===== src/rtl/core_mem_pkg.sv =====
// core_mem_pkg: shared source ids and defaults for the core memory arbiter
package core_mem_pkg;
    typedef enum logic {SRC_INSTR = 1'b0, SRC_DATA = 1'b1} mem_src_e;
    localparam int MEM_MAX_OUTSTANDING = 2;
endpackage


===== src/rtl/id_fifo.sv =====
// id_fifo: in-order FIFO holding the source id of each outstanding memory transaction
module id_fifo #(
    parameter int WIDTH = 1,
    parameter int DEPTH = 2
) (
    input  logic             clk_i,
    input  logic             rst_i,
    input  logic             push,
    input  logic [WIDTH-1:0] din,
    input  logic             pop,
    output logic [WIDTH-1:0] dout,
    output logic             full,
    output logic             empty
);
    localparam int PW = DEPTH > 1 ? $clog2(DEPTH) : 1;
    localparam int CW = $clog2(DEPTH + 1);
    localparam logic [PW-1:0] LAST = PW'(DEPTH - 1);
    localparam logic [CW-1:0] CAP = CW'(DEPTH);
    logic [WIDTH-1:0] store [DEPTH];
    logic [PW-1:0] wr_ptr, rd_ptr;
    logic [CW-1:0] count;
    logic do_push, do_pop;
    assign full = count == CAP;
    assign empty = count == '0;
    assign do_push = push & ~full;
    assign do_pop = pop & ~empty;
    assign dout = store[rd_ptr];
    always_ff @(posedge clk_i) begin
        if (do_push) store[wr_ptr] <= din;
    end
    always_ff @(posedge clk_i or posedge rst_i) begin
        if (rst_i) begin
            wr_ptr <= '0;
            rd_ptr <= '0;
            count <= '0;
        end else begin
            if (do_push) wr_ptr <= wr_ptr == LAST ? '0 : wr_ptr + PW'(1);
            if (do_pop) rd_ptr <= rd_ptr == LAST ? '0 : rd_ptr + PW'(1);
            count <= count + CW'(do_push) - CW'(do_pop);
        end
    end
endmodule


===== src/rtl/core_mem_arbiter.sv =====
// core_mem_arbiter: round-robin 2:1 arbiter sharing one req/gnt/rvalid memory port
// between instruction fetch and data, routing responses back in issue order.
module core_mem_arbiter
    import core_mem_pkg::*;
#(
    parameter int ADDR_WIDTH = 64,
    parameter int DATA_WIDTH = 64,
    parameter int MAX_OUTSTANDING = MEM_MAX_OUTSTANDING
) (
    input  logic                    clk_i,
    input  logic                    rst_i,
    input  logic [ADDR_WIDTH-1:0]   instr_if_address_i,
    input  logic                    instr_if_data_req_i,
    output logic                    instr_if_data_gnt_o,
    output logic                    instr_if_data_rvalid_o,
    output logic [DATA_WIDTH-1:0]   instr_if_data_rdata_o,
    input  logic [ADDR_WIDTH-1:0]   data_if_address_i,
    input  logic                    data_if_data_req_i,
    input  logic                    data_if_data_we_i,
    input  logic [DATA_WIDTH/8-1:0] data_if_data_be_i,
    input  logic [DATA_WIDTH-1:0]   data_if_data_wdata_i,
    output logic                    data_if_data_gnt_o,
    output logic                    data_if_data_rvalid_o,
    output logic [DATA_WIDTH-1:0]   data_if_data_rdata_o,
    output logic [ADDR_WIDTH-1:0]   mem_address_o,
    output logic                    mem_req_o,
    output logic                    mem_we_o,
    output logic [DATA_WIDTH/8-1:0] mem_be_o,
    output logic [DATA_WIDTH-1:0]   mem_wdata_o,
    input  logic                    mem_gnt_i,
    input  logic                    mem_rvalid_i,
    input  logic [DATA_WIDTH-1:0]   mem_rdata_i,
    output logic                    err_o
);
    mem_src_e sel, last_q, lock_src_q, head;
    logic locked_q, full, empty, hs, is_data, head_raw;
    always_comb begin
        sel = SRC_INSTR;
        if (locked_q) sel = lock_src_q;
        else if (instr_if_data_req_i && data_if_data_req_i) begin
            if (last_q == SRC_INSTR) sel = SRC_DATA;
        end else if (data_if_data_req_i) sel = SRC_DATA;
    end
    assign is_data = sel == SRC_DATA;
    assign mem_req_o = (instr_if_data_req_i | data_if_data_req_i) & ~full;
    assign hs = mem_req_o & mem_gnt_i;
    assign instr_if_data_gnt_o = hs & ~is_data;
    assign data_if_data_gnt_o = hs & is_data;
    assign mem_address_o = is_data ? data_if_address_i : instr_if_address_i;
    assign mem_we_o = is_data & data_if_data_we_i;
    assign mem_be_o = is_data ? data_if_data_be_i : '1;
    assign mem_wdata_o = is_data ? data_if_data_wdata_i : '0;
    // Only rvalid is steered; data is shared so the response path stays a wire.
    assign instr_if_data_rdata_o = mem_rdata_i;
    assign data_if_data_rdata_o = mem_rdata_i;
    assign head = mem_src_e'(head_raw);
    assign instr_if_data_rvalid_o = mem_rvalid_i & ~empty & (head == SRC_INSTR);
    assign data_if_data_rvalid_o = mem_rvalid_i & ~empty & (head == SRC_DATA);
    id_fifo #(
        .WIDTH(1),
        .DEPTH(MAX_OUTSTANDING)
    ) u_id_fifo (
        .clk_i(clk_i),
        .rst_i(rst_i),
        .push(hs),
        .din(sel),
        .pop(mem_rvalid_i),
        .dout(head_raw),
        .full(full),
        .empty(empty)
    );
    // A stalled request pins its source so the payload cannot change under the memory.
    always_ff @(posedge clk_i or posedge rst_i) begin
        if (rst_i) begin
            locked_q <= 1'b0;
            lock_src_q <= SRC_INSTR;
            last_q <= SRC_DATA;
            err_o <= 1'b0;
        end else begin
            if (mem_req_o && !mem_gnt_i) begin
                locked_q <= 1'b1;
                lock_src_q <= sel;
            end else if (hs) locked_q <= 1'b0;
            if (hs) last_q <= sel;
            if (mem_rvalid_i && empty) err_o <= 1'b1;
        end
    end
endmodule


===== config.mk =====
export PLATFORM = sky130hd
export DESIGN_NAME = core_mem_arbiter
export DESIGN_NICKNAME = d
export VERILOG_FILES = /design/src/rtl/core_mem_pkg.sv /design/src/rtl/id_fifo.sv /design/src/rtl/core_mem_arbiter.sv
export SDC_FILE = /design/constraint.sdc
export NUM_CORES = 1
export LEC_CHECK = 0
export ABC_AREA = 1
export CAP_MARGIN = 20
export CORE_AREA = 5 5 210 212
export CTS_BUF_LIST = sky130_fd_sc_hd__clkbuf_4 sky130_fd_sc_hd__clkbuf_8 sky130_fd_sc_hd__clkbuf_16
export CTS_CLUSTER_DIAMETER = 100
export CTS_CLUSTER_SIZE = 8
export DETAILED_ROUTE_END_ITERATION = 8
export DIE_AREA = 0 0 215 217
export GPL_TIMING_DRIVEN = 0
export MAX_ROUTING_LAYER = met4
export PLACE_DENSITY_LB_ADDON = 0.15
export SLEW_MARGIN = 20
export SYNTH_ARGS = -nofsm -noshare
export SYNTH_HDL_FRONTEND = slang
export SYNTH_SLANG_ARGS = --single-unit

===== constraint.sdc =====
create_clock -name clk_i -period 1.9 [get_ports clk_i]
set_input_delay 0.38 -clock clk_i [delete_from_list [all_inputs] [get_ports clk_i]]
set_output_delay 0.38 -clock clk_i [all_outputs]
set_load 0.005 [all_outputs]

==> flow_metrics.env <==
export IMPL_status="complete, but fails checks"
export IMPL_violations="negative setup slack"
export IMPL_fmax_mhz=467
export IMPL_via_count=5084
export IMPL_nets=1375
export IMPL_critPathLaunchType="flop"
export IMPL_maxSlewViolCount=0
export IMPL_fin_cells=1642
export IMPL_r2r_end="u_id_fifo.count[1]"
export IMPL_viasPerCell=3.10
export IMPL_grt_max_degree=12
export IMPL_grt_pass1_wl_um=32600
export IMPL_cts_max_path_buffers=2
export IMPL_drt_first_pass_iters=4
export IMPL_antenna_found_initial=1
export IMPL_finalCritPeriodShare_pct=113
export IMPL_relSlewSlack_pct=76.1
export IMPL_wirelength_um=24200
export IMPL_final_common_cell="clkdlybuf4s50_1"
export IMPL_skew_ns=0.000541
export IMPL_drcViolationCount=0
export IMPL_ys_ff_latch=10
export IMPL_r2r_setup_slack_ns=0.45
export IMPL_ioPinCount=542
export IMPL_postRouteAntennaNets=0
export IMPL_max_cap_violations=0
export IMPL_final_area_mm2=0.00999
export IMPL_cts_sinks=10
export IMPL_die_area_mm2=0.0467
export IMPL_synthCells=548
export IMPL_cts_tree="done"
export IMPL_hold_violations=0
export IMPL_hold_class="in2async"
export IMPL_final_core_util_pct=23.9
export IMPL_syn_cell_area_mm2=0.00286
export IMPL_rows=75
export IMPL_end_kind="primary output"
export IMPL_dpl_hpwl_um=20200
export IMPL_io_buffer_count=477
export IMPL_first_iter_violations=82
export IMPL_crit_path_max_fanout=8
export IMPL_insertion_delay_ns=0.23
export IMPL_final_cell_mix="333 x clkdlybuf4s50_1, 144 x buf_4, 105 x nand2_1"
export IMPL_htree_levels=1
export IMPL_num_fill_cells=4661
export IMPL_globalRouteTotalUtil_pct=9.28
export IMPL_post_dp_cell_area_mm2=0.00830
export IMPL_multiInputGateArea_mm2=0.00191
export IMPL_gp_congestion=0.709
export IMPL_crit_required_ns=1.52
export IMPL_die_y_um=217
export IMPL_syn_num_nets=820
export IMPL_worstSetupPathType="reg2out"
export IMPL_setup_viol=133
export IMPL_drive_gt1_share_pct=49.3
export IMPL_critPathArrivalTime_ns=1.76
export IMPL_area_growth_pct=250
export IMPL_initial_utilization_pct=6.84
export IMPL_regArea_um2=262
export IMPL_ys_types=22
export IMPL_grt_pass1_vias=5278
export IMPL_avgSynthCellArea_um2=5.21
export IMPL_yosysSeqAreaShare_pct=9.16
export IMPL_clk_pin_slew_ns=0.04
export IMPL_wl_per_cell_um=14.7
export IMPL_ir_drop_mv=0.455
export IMPL_core_mm2=0.0418
export IMPL_p_per_area_mw_per_mm2=1000
export IMPL_fin_crit_ns=2.14
export IMPL_rr_worst_depth=7
export IMPL_dp_cells=1564
export IMPL_cts_buffers=3
export IMPL_root_buffer="clkbuf_16"
export IMPL_globalRoute_totalOverflow=0
export IMPL_dieWidth_um=215
export IMPL_tightest_slew_ns=0.358
export IMPL_p_leak_nw=4.95
export IMPL_rsz0062_at_grt="yes"
export IMPL_setup_slack_ns=-0.240
export IMPL_synth_warnings=0
export IMPL_reg2reg_from="u_id_fifo.count[1]"
-- power breakdown --
part           leakage, nW  switching (mW)  internal [mW]
clock               0.0416          0.0974          0.295
combinational         4.80            3.89           5.33
sequential           0.109          0.0564          0.319
-- registers in the layout, indices dropped and copies added, names as in the netlist --
name,cells
lock_src_q,1
last_q,1
u_id_fifo.wr_ptr,1
u_id_fifo.store,2
u_id_fifo.count,2
u_id_fifo.rd_ptr,1
err_o,1
locked_q,1
-- per-layer routing --
metal | wire length [µm] | track usage, %
met4 | 231 | 0.917
met3 | 1900 | 2.46
met1 | 8470 | 9.15
met2 | 13600 | 18.8
met5 | 0 | -
-- cells in the mapped netlist --
master | instances | share of area (%)
dfrtp_1 | 7 | 6.1
or2_1 | 1 | 0.22
dfstp_2 | 1 | 0.92
edfxtp_1 | 2 | 2.1
o21ai_0 | 3 | 0.53
nand2_2 | 1 | 0.22
xnor2_1 | 1 | 0.31
a31o_2 | 1 | 0.31
nand3_1 | 2 | 0.35
clkbuf_1 | 4 | 0.53
buf_2 | 15 | 2.6
a21oi_1 | 1 | 0.18
or2_2 | 7 | 1.5
buf_4 | 129 | 34
inv_1 | 80 | 11
inv_2 | 2 | 0.26
and2_1 | 1 | 0.22
nand4_1 | 2 | 0.44
nand2_1 | 213 | 28
nor2_1 | 72 | 9.5
buf_6 | 2 | 0.79
ha_1 | 1 | 0.44
-- per-stage QoR --
| step | power [mW] | hold WS (ns) | TNS, ns | setup slack, ns |
|---|---|---|---|---|
| 2_1_floorplan | 2.43 | 0.195 | 0 | 0.365 |
| 3_3_place_gp | 6.36 | 0.460 | -132.00 | -1.38 |
| 3_5_place_dp | 6.27 | 0.460 | -130.30 | -1.37 |
| 4_1_cts | 8.51 | 0.435 | -28.96 | -0.301 |
| 5_1_grt | 10.8 | 0.448 | -29.67 | -0.320 |
| 6_report | 9.99 | 0.416 | -18.31 | -0.240 |
-- cells by family after synthesis --
family	count (synthesis)	share of synthesized area, %
AND/OR/NAND/NOR	299	40.4
flip-flops	10	9.16
XOR/XNOR	1	0.307
adder cells (fa/ha/maj)	1	0.438
buffers and inverters	232	48.6
AO/OA/AOI/OAI	5	1.01
-- cell type report --
type / count / share of cell area, %
Timing Repair Buffer: 552 / 54.0
Inverter: 82 / 3.16
Clock buffer: 4 / 0.826
Sequential cell: 10 / 2.62
Antenna cell: 1 / 0.0250
Multi-Input combinational cell: 306 / 19.2
Tap cell: 539 / 6.75
Buffer: 148 / 13.5
-- how the worst max path moves through the flow --
| stage | start | to | slack (ns) | cells past startpoint |
|---|---|---|---|---|
| global placement | data_if_data_req_i | mem_address_o[12] | -1.38 | 7 |
| floorplan | last_q | mem_address_o[58] | 0.37 | 8 |
| CTS | last_q | mem_address_o[52] | -0.30 | 11 |
| detailed placement | data_if_data_req_i | mem_address_o[12] | -1.37 | 7 |
| global route | last_q | mem_address_o[43] | -0.32 | 10 |
| finish | last_q | mem_address_o[46] | -0.24 | 10 |
-- worst max-delay path, stage by stage (launching register included) --
cell,delay [ns]
dfstp_2,0.53
nand2_2,0.05
nand3_2,0.07
nand2_4,0.10
buf_12,0.15
buf_12,0.14
buf_12,0.14
buf_6,0.11
nand2_4,0.06
nand2_1,0.05
buf_2,0.12
-- repair_timing --
| item | 4_1_cts | 5_1_grt |
|---|---|---|
| gates cloned | 6 | 6 |
| hold buffers | 0 | 0 |
| endpoints found under the setup margin | 142 | 139 |
| pin swaps | 23 | 30 |
| setup buffers | 38 | 32 |
| gates resized for setup | 702 | 274 |
Power figures use the tool's default switching activity.
